## config.mk

```make
export PLATFORM = sky130hd
export DESIGN_NAME = time_core
export DESIGN_NICKNAME = d
export VERILOG_FILES = /design/src/rtl/clock_pkg.sv /design/src/rtl/time_core_key_repeat.sv /design/src/rtl/time_core.sv
export SDC_FILE = /design/constraint.sdc
export NUM_CORES = 1
export LEC_CHECK = 0
export CAP_MARGIN = 20
export CORE_UTILIZATION = 30
export DETAILED_ROUTE_END_ITERATION = 10
export GPL_TIMING_DRIVEN = 0
export HOLD_SLACK_MARGIN = 0.02
export PLACE_DENSITY = 0.43
export SYNTH_ARGS = -nofsm -noshare
export SYNTH_HDL_FRONTEND = slang
export SYNTH_SLANG_ARGS = --single-unit
```

## constraint.sdc

```tcl
create_clock -name clk -period 12.2 [get_ports clk]
set_input_delay 2.44 -clock clk [delete_from_list [all_inputs] [get_ports clk]]
set_output_delay 2.44 -clock clk [all_outputs]
set_load 0.005 [all_outputs]
```

## src/rtl/clock_pkg.sv

```systemverilog
// Shared definitions for the clock: edit-field encodings and BCD arithmetic
// helpers used by the timekeeping core.
package clock_pkg;

  typedef enum logic [1:0] {
    FLD_SEC = 2'd0,
    FLD_MIN = 2'd1,
    FLD_HR  = 2'd2
  } field_t;

  localparam logic [7:0] SEC_MAX = 8'h59;
  localparam logic [7:0] MIN_MAX = 8'h59;
  localparam logic [7:0] HR_MAX  = 8'h23;

  function automatic logic [7:0] bcd_inc(input logic [7:0] v, input logic [7:0] max);
    logic [7:0] r;
    if (v == max) begin
      r = 8'h00;
    end else if (v[3:0] == 4'd9) begin
      r = {v[7:4] + 4'd1, 4'd0};
    end else begin
      r = {v[7:4], v[3:0] + 4'd1};
    end
    return r;
  endfunction

  function automatic logic [7:0] bcd_dec(input logic [7:0] v, input logic [7:0] max);
    logic [7:0] r;
    if (v == 8'h00) begin
      r = max;
    end else if (v[3:0] == 4'd0) begin
      r = {v[7:4] - 4'd1, 4'd9};
    end else begin
      r = {v[7:4], v[3:0] - 4'd1};
    end
    return r;
  endfunction

  // 00 -> 12, 13..23 -> 01..11, 01..12 unchanged; done in binary then re-encoded.
  function automatic logic [7:0] hr_to_12(input logic [7:0] v);
    logic [6:0] b;
    b = (7'(v[7:4]) * 7'd10) + 7'(v[3:0]);
    if (b == 7'd0) begin
      b = 7'd12;
    end else if (b > 7'd12) begin
      b = b - 7'd12;
    end else begin
      b = b;
    end
    return (b >= 7'd10) ? {4'd1, 4'(b - 7'd10)} : {4'd0, 4'(b)};
  endfunction

endpackage

```

## src/rtl/time_core_key_repeat.sv

```systemverilog
// Press-edge step generator with hold-to-repeat for one active-low adjust key.
module key_repeat #(
  parameter int REPEAT_DLY = 50_000_000,
  parameter int REPEAT_PER = 10_000_000
) (
  input  logic clk,
  input  logic rst,
  input  logic enable,
  input  logic key_n,
  output logic step
);

  localparam int MAXP = (REPEAT_DLY > REPEAT_PER) ? REPEAT_DLY : REPEAT_PER;
  localparam int CW   = $clog2(MAXP + 1);

  logic          r_key_d;
  logic          r_rep;
  logic [CW-1:0] r_cnt;
  logic          w_press;
  logic          w_held;
  logic          w_fire;

  // r_cnt counts held cycles since the press (press cycle = 1); zero means idle,
  // so a key already low when the block becomes enabled never auto-repeats.
  assign w_press = enable & ~key_n & r_key_d;
  assign w_held  = enable & ~key_n & ~r_key_d & (r_cnt != '0);
  assign w_fire  = w_held & (r_rep ? (r_cnt == CW'(REPEAT_PER))
                                   : (r_cnt == CW'(REPEAT_DLY - 1)));
  assign step    = w_press | w_fire;

  // Edge register and repeat counter.
  always_ff @(posedge clk) begin
    if (rst) begin
      r_key_d <= 1'b1;
      r_cnt   <= '0;
      r_rep   <= 1'b0;
    end else begin
      r_key_d <= key_n;
      if (!enable || key_n) begin
        r_cnt <= '0;
        r_rep <= 1'b0;
      end else if (w_press) begin
        r_cnt <= CW'(1);
        r_rep <= 1'b0;
      end else if (w_fire) begin
        r_cnt <= CW'(1);
        r_rep <= 1'b1;
      end else if (r_cnt != '0) begin
        r_cnt <= r_cnt + CW'(1);
        r_rep <= r_rep;
      end else begin
        r_cnt <= r_cnt;
        r_rep <= r_rep;
      end
    end
  end

endmodule

```

## src/rtl/time_core.sv

```systemverilog
// BCD hh:mm:ss timekeeping core: 1 Hz run mode, field-select set mode with
// repeating adjust keys, 12/24-hour display and a midnight rollover pulse.
module time_core
  import clock_pkg::*;
#(
  parameter int         REPEAT_DLY = 50_000_000,
  parameter int         REPEAT_PER = 10_000_000,
  parameter logic [7:0] INIT_HR    = 8'h12,
  parameter logic [7:0] INIT_MIN   = 8'h00
) (
  input  logic       clk,
  input  logic       rst,
  input  logic       tick_1hz,
  input  logic       set_mode,
  input  logic       key_sel_n,
  input  logic       key_up_n,
  input  logic       key_dn_n,
  input  logic       mode12,
  output logic [3:0] sec_lo,
  output logic [3:0] sec_hi,
  output logic [3:0] min_lo,
  output logic [3:0] min_hi,
  output logic [3:0] hr_lo,
  output logic [3:0] hr_hi,
  output logic       pm,
  output logic [1:0] field,
  output logic       day_pulse
);

  logic [7:0] r_sec, r_min, r_hr;
  field_t     r_field;
  logic       r_day, r_set_d, r_sel_d;

  logic [7:0] w_sec_n, w_min_n, w_hr_n, w_hr_disp;
  field_t     w_field_n;
  logic       w_adj_en, w_up, w_dn, w_sel_edge, w_set_rise, w_run_tick, w_rollover;

  // Both keys held cancels stepping and keeps both repeat counters clear.
  assign w_adj_en   = set_mode & (key_up_n | key_dn_n);
  assign w_sel_edge = set_mode & ~key_sel_n & r_sel_d;
  assign w_set_rise = set_mode & ~r_set_d;
  assign w_run_tick = ~set_mode & tick_1hz;
  assign w_rollover = w_run_tick & (r_sec == SEC_MAX) & (r_min == MIN_MAX) & (r_hr == HR_MAX);

  key_repeat #(.REPEAT_DLY(REPEAT_DLY), .REPEAT_PER(REPEAT_PER)) u_rep_up (
    .clk(clk), .rst(rst), .enable(w_adj_en), .key_n(key_up_n), .step(w_up)
  );

  key_repeat #(.REPEAT_DLY(REPEAT_DLY), .REPEAT_PER(REPEAT_PER)) u_rep_dn (
    .clk(clk), .rst(rst), .enable(w_adj_en), .key_n(key_dn_n), .step(w_dn)
  );

  // Next time: adjust the selected field alone in set mode, carry chain in run mode.
  always_comb begin
    w_sec_n = r_sec;
    w_min_n = r_min;
    w_hr_n  = r_hr;
    if (set_mode) begin
      if (w_up || w_dn) begin
        case (r_field)
          FLD_SEC: w_sec_n = 8'h00;
          FLD_MIN: w_min_n = w_up ? bcd_inc(r_min, MIN_MAX) : bcd_dec(r_min, MIN_MAX);
          FLD_HR:  w_hr_n  = w_up ? bcd_inc(r_hr, HR_MAX) : bcd_dec(r_hr, HR_MAX);
          default: w_sec_n = r_sec;
        endcase
      end else begin
        w_sec_n = r_sec;
      end
    end else if (tick_1hz) begin
      w_sec_n = bcd_inc(r_sec, SEC_MAX);
      if (r_sec == SEC_MAX) begin
        w_min_n = bcd_inc(r_min, MIN_MAX);
        if (r_min == MIN_MAX) begin
          w_hr_n = bcd_inc(r_hr, HR_MAX);
        end else begin
          w_hr_n = r_hr;
        end
      end else begin
        w_min_n = r_min;
      end
    end else begin
      w_sec_n = r_sec;
    end
  end

  // Next field: entering set mode selects minutes, sel edges rotate sec/min/hr.
  always_comb begin
    w_field_n = r_field;
    if (w_set_rise) begin
      w_field_n = FLD_MIN;
    end else if (w_sel_edge) begin
      case (r_field)
        FLD_SEC: w_field_n = FLD_MIN;
        FLD_MIN: w_field_n = FLD_HR;
        FLD_HR:  w_field_n = FLD_SEC;
        default: w_field_n = FLD_MIN;
      endcase
    end else begin
      w_field_n = r_field;
    end
  end

  // State registers.
  always_ff @(posedge clk) begin
    if (rst) begin
      r_sec   <= 8'h00;
      r_min   <= INIT_MIN;
      r_hr    <= INIT_HR;
      r_field <= FLD_MIN;
      r_day   <= 1'b0;
      r_set_d <= 1'b0;
      r_sel_d <= 1'b1;
    end else begin
      r_sec   <= w_sec_n;
      r_min   <= w_min_n;
      r_hr    <= w_hr_n;
      r_field <= w_field_n;
      r_day   <= w_rollover;
      r_set_d <= set_mode;
      r_sel_d <= key_sel_n;
    end
  end

  assign w_hr_disp = mode12 ? hr_to_12(r_hr) : r_hr;

  assign sec_lo    = r_sec[3:0];
  assign sec_hi    = r_sec[7:4];
  assign min_lo    = r_min[3:0];
  assign min_hi    = r_min[7:4];
  assign hr_lo     = w_hr_disp[3:0];
  assign hr_hi     = w_hr_disp[7:4];
  assign pm        = (r_hr >= 8'h12);
  assign field     = r_field;
  assign day_pulse = r_day;

endmodule

```

# ---- Word level (Yosys, flattened, before mapping)
# Cells that the tools add are included.
dict set report word_totals {
  mem_bits_rw 0
  latch_bits 0
  reg_bits 85
  memories 0
  rom_bits 0
  out_inout_bits 28
  inputBits 8
}
dict set report classes {
  muxes 40
  addsub 15
  n_mul 1
  n_shift 0
  bitwise 28
  eq_ne 18
  magnitude_cmp 3
  div 0
  reduce_logical 31
}
# operator count
set op_table {}
lappend op_table {{$mux W8} 28}
lappend op_table {{$add A26 B1 Y26 const B} 2}
lappend op_table {{$eq A26 B24 Y1 const B} 2}
lappend op_table {{$eq A26 B26 Y1 const B} 2}
lappend op_table {{$reduce_bool A26 Y1} 2}
lappend op_table {{$add A4 B1 Y4 const B} 6}
lappend op_table {{$and A1 B1 Y1} 18}
lappend op_table {{$eq A8 B7 Y1 const B} 2}
lappend op_table {{$logic_not A8 Y1} 2}
lappend op_table {{$sub A4 B1 Y4 const B} 4}
lappend op_table {{$mux W7} 2}
lappend op_table {{$eq A4 B4 Y1 const B} 3}
lappend op_table {{$reduce_and A5 Y1} 2}
lappend op_table {{$reduce_bool A3 Y1} 3}
lappend op_table {{$eq A8 B6 Y1 const B} 1}
lappend op_table {{$ge A8 B5 Y1 const B} 1}
lappend op_table {{$logic_not A4 Y1} 2}
lappend op_table {{$mux W1} 8}
lappend op_table {{$ne A2 B1 Y1 const B} 4}
lappend op_table {{$ne A4 B1 Y1 const B} 2}
lappend op_table {{$reduce_and A4 Y1} 2}
lappend op_table {{$reduce_or A4 Y1} 2}
lappend op_table {{$add A7 B4 Y7} 1}
lappend op_table {{$ge A7 B4 Y1 const B} 1}
lappend op_table {{19 further kinds} 34}

# ---- Logic depth before layout (Yosys ltp)
# Gate-level depths: netlist of run 1.
dict set report depth {
  word_depth 11
  depth_mapped 15
  ltp_nobuf 15
}

# ---- By module
# Synthesis of run 1 repeated with hierarchy kept, for this count alone.
dict set report hier_totals {
  cells_unflattened 681
  hier_area_um2 5455.2
}
# module instances cells_per_inst area_per_inst_um2
set by_module_without_submodules {}
lappend by_module_without_submodules {key_repeat 2 164 1403.8}
lappend by_module_without_submodules {time_core 1 353 2647.5}

# ---- Worst setup path after synthesis of run 1
# OpenSTA, ideal clock, no wires.
dict set report synth_timing {
  kind {reg2out}
  from {register r_hr[4]}
  to {output port hr_lo[1]}
  stages_incl_launch_ff 15
  path_buffers 0
  path_slack_ns 6.292
  arrival_ns 3.468
  required_ns 9.760
  path_cell_list {dfxtp_1 > ha_1 > ha_1 > a21o_1 > o211a_1 > o21ai_0 > a211oi_1 > o21ba_2 > inv_1 > ha_1 > a21boi_0 > a41o_1 > a31o_2 > or3_1 > nand3_1}
}
dict set report synth_between {
  elab_chain_cells 8
}
# item line
set synth_rtl {}
lappend synth_rtl {{start, declared} time_core.sv:30} ;# logic [7:0] r_sec, r_min, r_hr;
lappend synth_rtl {{start signal, assigned} time_core.sv:116} ;# r_hr <= w_hr_n;
lappend synth_rtl {{$mul A4 B3 Y6 *} clock_pkg.sv:42} ;# b = (7'(v[7:4]) * 7'd10) + 7'(v[3:0]);
lappend synth_rtl {{$add A7 B4 Y7 *} clock_pkg.sv:42}
lappend synth_rtl {{$sub A7 B4 Y7 / $gt A7 B4 Y1 (equally long branches)} {clock_pkg.sv:46, clock_pkg.sv:45}}
lappend synth_rtl {{$mux W7} clock_pkg.sv:45} ;# end else if (b > 7'd12) begin
lappend synth_rtl {{$mux W7 *} clock_pkg.sv:43} ;# if (b == 7'd0) begin
lappend synth_rtl {{$ge A7 B4 Y1 / $sub A4 B4 Y4 (equally long branches)} clock_pkg.sv:50} ;# return (b >= 7'd10) ? {4'd1, 4'(b - 7'd10)} : {4'd0, 4'(b)};
lappend synth_rtl {{$mux W5 *} clock_pkg.sv:50}
lappend synth_rtl {{$mux W8 *} time_core.sv:124} ;# assign w_hr_disp = mode12 ? hr_to_12(r_hr) : r_hr;
lappend synth_rtl {{end, declared} time_core.sv:23} ;# output logic [3:0] hr_lo,
# Mark *: on every way between the ends. The rest lies on a longest branch, timed or not.

# ---- Final worst setup path of run 1
dict set report layout_timing {
  from {register r_hr[4]}
  to {output port hr_lo[2]}
}
# Same word-level chain as after synthesis.

==> impl_summary.txt, run 1 <==
----------------------------------------------------
[Detailed routing]
  Iteration-0 DRC count of the detailed router ... 249
  Average detailed-routed wire length per instance ... 15.2 microns
  Post-DRT Antenna Nets ... 0
  Pre-antenna DRT Iters ... 4
  Number of vias after detailed routing ... 4949
  Vias per inst ... 5.13
  DRC errors left ... 0
  Total routed wirelength ... 14700 microns

[Synth]
  Net count after synthesis ... 733
  Largest cells by area after synthesis ... dfxtp_1 (31%), ha_1 (8.6%), nor2_1 (7.3%)
  Distinct cells, synth ... 72
  Sequential element share of the synthesized area ... 30.8%
  Warnings from Yosys ... 0
  Avg Synthesized Cell Area ... 8.08 sq um
  Number of instances in the synthesized netlist ... 685
  Commonest cells in the synthesized netlist ... nor2_1 (107), dfxtp_1 (85), nand2_1 (44)
  Area share of the leading cell type in the synthesized netlist ... 30.8%
  Count of flip-flops with a built-in enable after synthesis ... 0
  Count leader, synth ... nor2_1
  Top cell type by total area after synthesis ... dfxtp_1
  Share of synthesized registers carrying an async set or reset ... 0%
  Netlist Area Pre-Place ... 5530 sq um
  Dominant synthesized flop cell ... dfxtp_1
  Seq cells post-synth ... 85

[Floorplan]
  Core area ... 18000 sq um
  Chip Height ... 138 microns
  Total I/O pin count ... 36
  Num rows ... 49
  Initial cell density of the core ... 30.7%
  Die ar. ... 19000 sq um
  Die extent in x ... 138 microns

[Global routing]
  Global-route usage over all layers ... 16.8%
  Number of global-route vias before repair ... 4955
  Grt ovf ... 0
  Global-route wire length before repair ... 25000 microns
  Antenna violations before repair ... 0
  Maximum number of pins on one net before global-route repair ... 15

[Critical path]
  Category of the critical setup timing path ... flip-flop to primary output
  Peak fanout along the critical path ... 10
  Capturing element type of the critical path ... primary output
  Critical path required time ... 9.76 ns
  Setup crit start kind ... flip-flop
  Signal arrival time at the worst endpoint ... 4.83 ns

[Clock tree]
  Cells resized by post-CTS repair ... 0
  Maximum level of the CTS H-tree ... 3
  # Post-CTS Setup Buffers ... 0
  TritonCTS clock tree ... yes
  Number of buffers on the longest clock path ... 2
  CTS root buffer ... clkbuf_16
  Register clock-pin slew on the reported worst setup and hold paths ... 0.07 ns
  TritonCTS Buffers ... 9
  Hold Buf Count CTS ... 0
  Clock Latency Late Sink ... 0.35 ns
  Sinks on the clock net ... 85

[Layout]
  Count of inserted antenna diode cells ... 0
  Final net count ... 779
  Proportion of layout cells with a drive suffix above 1 ... 5.84%
  Area growth, synth to finish ... 16.7%
  End-of-flow core utilization ... 35.8%

[STA]
  Final-report max-slew violation count ... 0
  Worst clock skew on the final layout ... 0.00737 ns
  Setup Viol. Count Final ... 0
  Pin slew with the least headroom to its limit ... 0.735 ns
  Post-layout min period ... 7.27 ns
  Endpoints failing hold ... 0
  Setup TNS Final ... 0 ns
  Normalized max-slew margin ... 50.5%
  FMAX ... 138 MHz
  Setup repair after global routing missed its margin ... false
  Post-route clock period utilization ... 59.6%

[Placement]
  HPWL after detailed placement ... 11000 microns
  Number of buffers added on ports ... 35
  Final weighted congestion of routability-driven global placement ... 0.816

[Power]
  Static leakage ... 2.31 nW
  Power Total ... 0.618 mW
  Pwr Density ... 95.7 nW/um^2
  Largest voltage drop on the vdd net ... 0.0745 mV

[Worst hold path]
  Path category of the worst min-delay check ... flip-flop to flip-flop

[Flow run]
  Count of maximum capacitance violations ... 0

[Status]
  Status ... complete, no violations

----------------------------------------------------
## state kept, by name, summed over array words and instances (netlist names)
| name | count |
|---|---|
| r_set_d | 1 |
| u_rep_up.r_rep | 1 |
| field | 2 |
| r_min | 8 |
| u_rep_dn.r_cnt | 26 |
| u_rep_dn.r_rep | 1 |
| r_hr | 8 |
| u_rep_up.r_key_d | 1 |
| u_rep_up.r_cnt | 26 |
| r_sec | 8 |
| day_pulse | 1 |
| r_sel_d | 1 |
| u_rep_dn.r_key_d | 1 |
## final timing paths
check | slack [ns] | end | startpoint | cells after the start
worst min register to register | 0.51 | u_rep_dn.r_rep | u_rep_dn.r_rep | 1
worst min-delay path | 0.51 | u_rep_dn.r_rep | u_rep_dn.r_rep | 1
worst max-delay path | 4.93 | hr_lo[2] | r_hr[4] | 15
worst max register to register | 9.42 | r_hr[4] | u_rep_up.r_cnt[7] | 8
## cells in the final DEF (no fill, tap or decap), drive strengths merged, types with 3 or more instances in the layout
master / count
o22ai: 3
a21oi: 30
nor2: 107
ha: 38
o21a: 5
and2: 5
xor2: 33
and4b: 3
or4: 5
nor3: 25
a311oi: 6
nor2b: 10
nand2: 44
a22oi: 4
clkdlybuf4s50: 35
o2bb2ai: 4
nor4: 11
nand3: 35
o211a: 3
clkbuf: 33
or2: 9
and3: 14
mux2i: 8
a211oi: 5
nand2b: 10
clkinv: 3
dfxtp: 85
nand3b: 7
xnor2: 23
o21ai: 16
buf: 5
nand4: 20
inv: 30
or3: 7
o211ai: 10
a21boi: 4
## final cells by class
cell class	count	area, sq um
flip-flops and latches	85	1700
clock buffers	12	256
multi-input cells	545	3600
plain buffers	26	116
repair buffers	35	350
clock inverters	4	31.3
fillers	1920	11600
inverters	29	109
well taps	229	287
## report_power, final
group	internal, mW	total, mW	switching [mW]
logic	0.0274	0.0607	0.0333
registers	0.282	0.287	0.00591
clock network	0.150	0.269	0.119
## layer usage
| layer | track usage, % | wire length (microns) | up-vias |
|---|---|---|---|
| met3 | 3.42 | 521 | 16 |
| met4 | 5.43 | 182 | 0 |
| met1 | 21.8 | 7050 | 2326 |
| li1 | - | - | 2518 |
| met2 | 27.7 | 6960 | 89 |
| met5 | 0 | 0 | - |
## cells by family after synthesis
| kind of cell | after synthesis | share of synthesized area (%) |
|---|---|---|
| AO/OA/AOI/OAI | 116 | 15.7 |
| XOR/XNOR | 56 | 8.87 |
| adder cells (fa/ha/maj) | 40 | 9.32 |
| buffers and inverters | 55 | 4.07 |
| flip-flops | 85 | 30.8 |
| multiplexers | 10 | 1.85 |
| AND/OR/NAND/NOR | 323 | 29.4 |
## critical path, cell delays in order (launching register included)
cell and delay (ns):
dfxtp_1 0.54, ha_1 0.32, ha_1 0.35, a21o_1 0.23, o211a_1 0.21, o21ai_0 0.52
a211oi_1 0.15, o21ba_2 0.28, inv_1 0.05, ha_1 0.24, a21boi_0 0.14, a41o_1 0.21
a31o_2 0.25, o31a_1 0.24, a31oi_1 0.21, clkdlybuf4s50_1 0.53
## through the flow
| step | area, sq um | worst slack (ns) | std cells | hold WS, ns |
|---|---|---|---|---|
| 3_3_place_gp | 6170 | 5.30 | 949 | 0.501 |
| 2_1_floorplan | 5530 | 6.29 | 685 | 0.456 |
| 5_1_grt | 6460 | 4.56 | 965 | 0.531 |
| 6_report | 6460 | 4.93 | 965 | 0.511 |
| 4_1_cts | 6460 | 4.89 | 965 | 0.510 |
| 3_5_place_dp | 6170 | 5.29 | 949 | 0.494 |
(Power assumes the default switching activity.)
==> inputs of run 2 (changes only) <==
==> constraint.sdc (replaced) <==
create_clock -name clk -period 6.8 [get_ports clk]
set_input_delay 1.36 -clock clk [delete_from_list [all_inputs] [get_ports clk]]
set_output_delay 1.36 -clock clk [all_outputs]
set_load 0.005 [all_outputs]
==> results of run 2 <==
The final DEF is identical to that of run 1. Status: complete, no violations.
Main changes from that run: setup slack after placement 5.29 ns -> 0.970 ns; setup slack after layout 4.93 ns -> 0.608 ns; register-to-register setup slack 9.42 ns -> 4.02 ns; total power 0.618 mW -> 1.11 mW; worst IR drop on VDD 0.0745 mV -> 0.134 mV
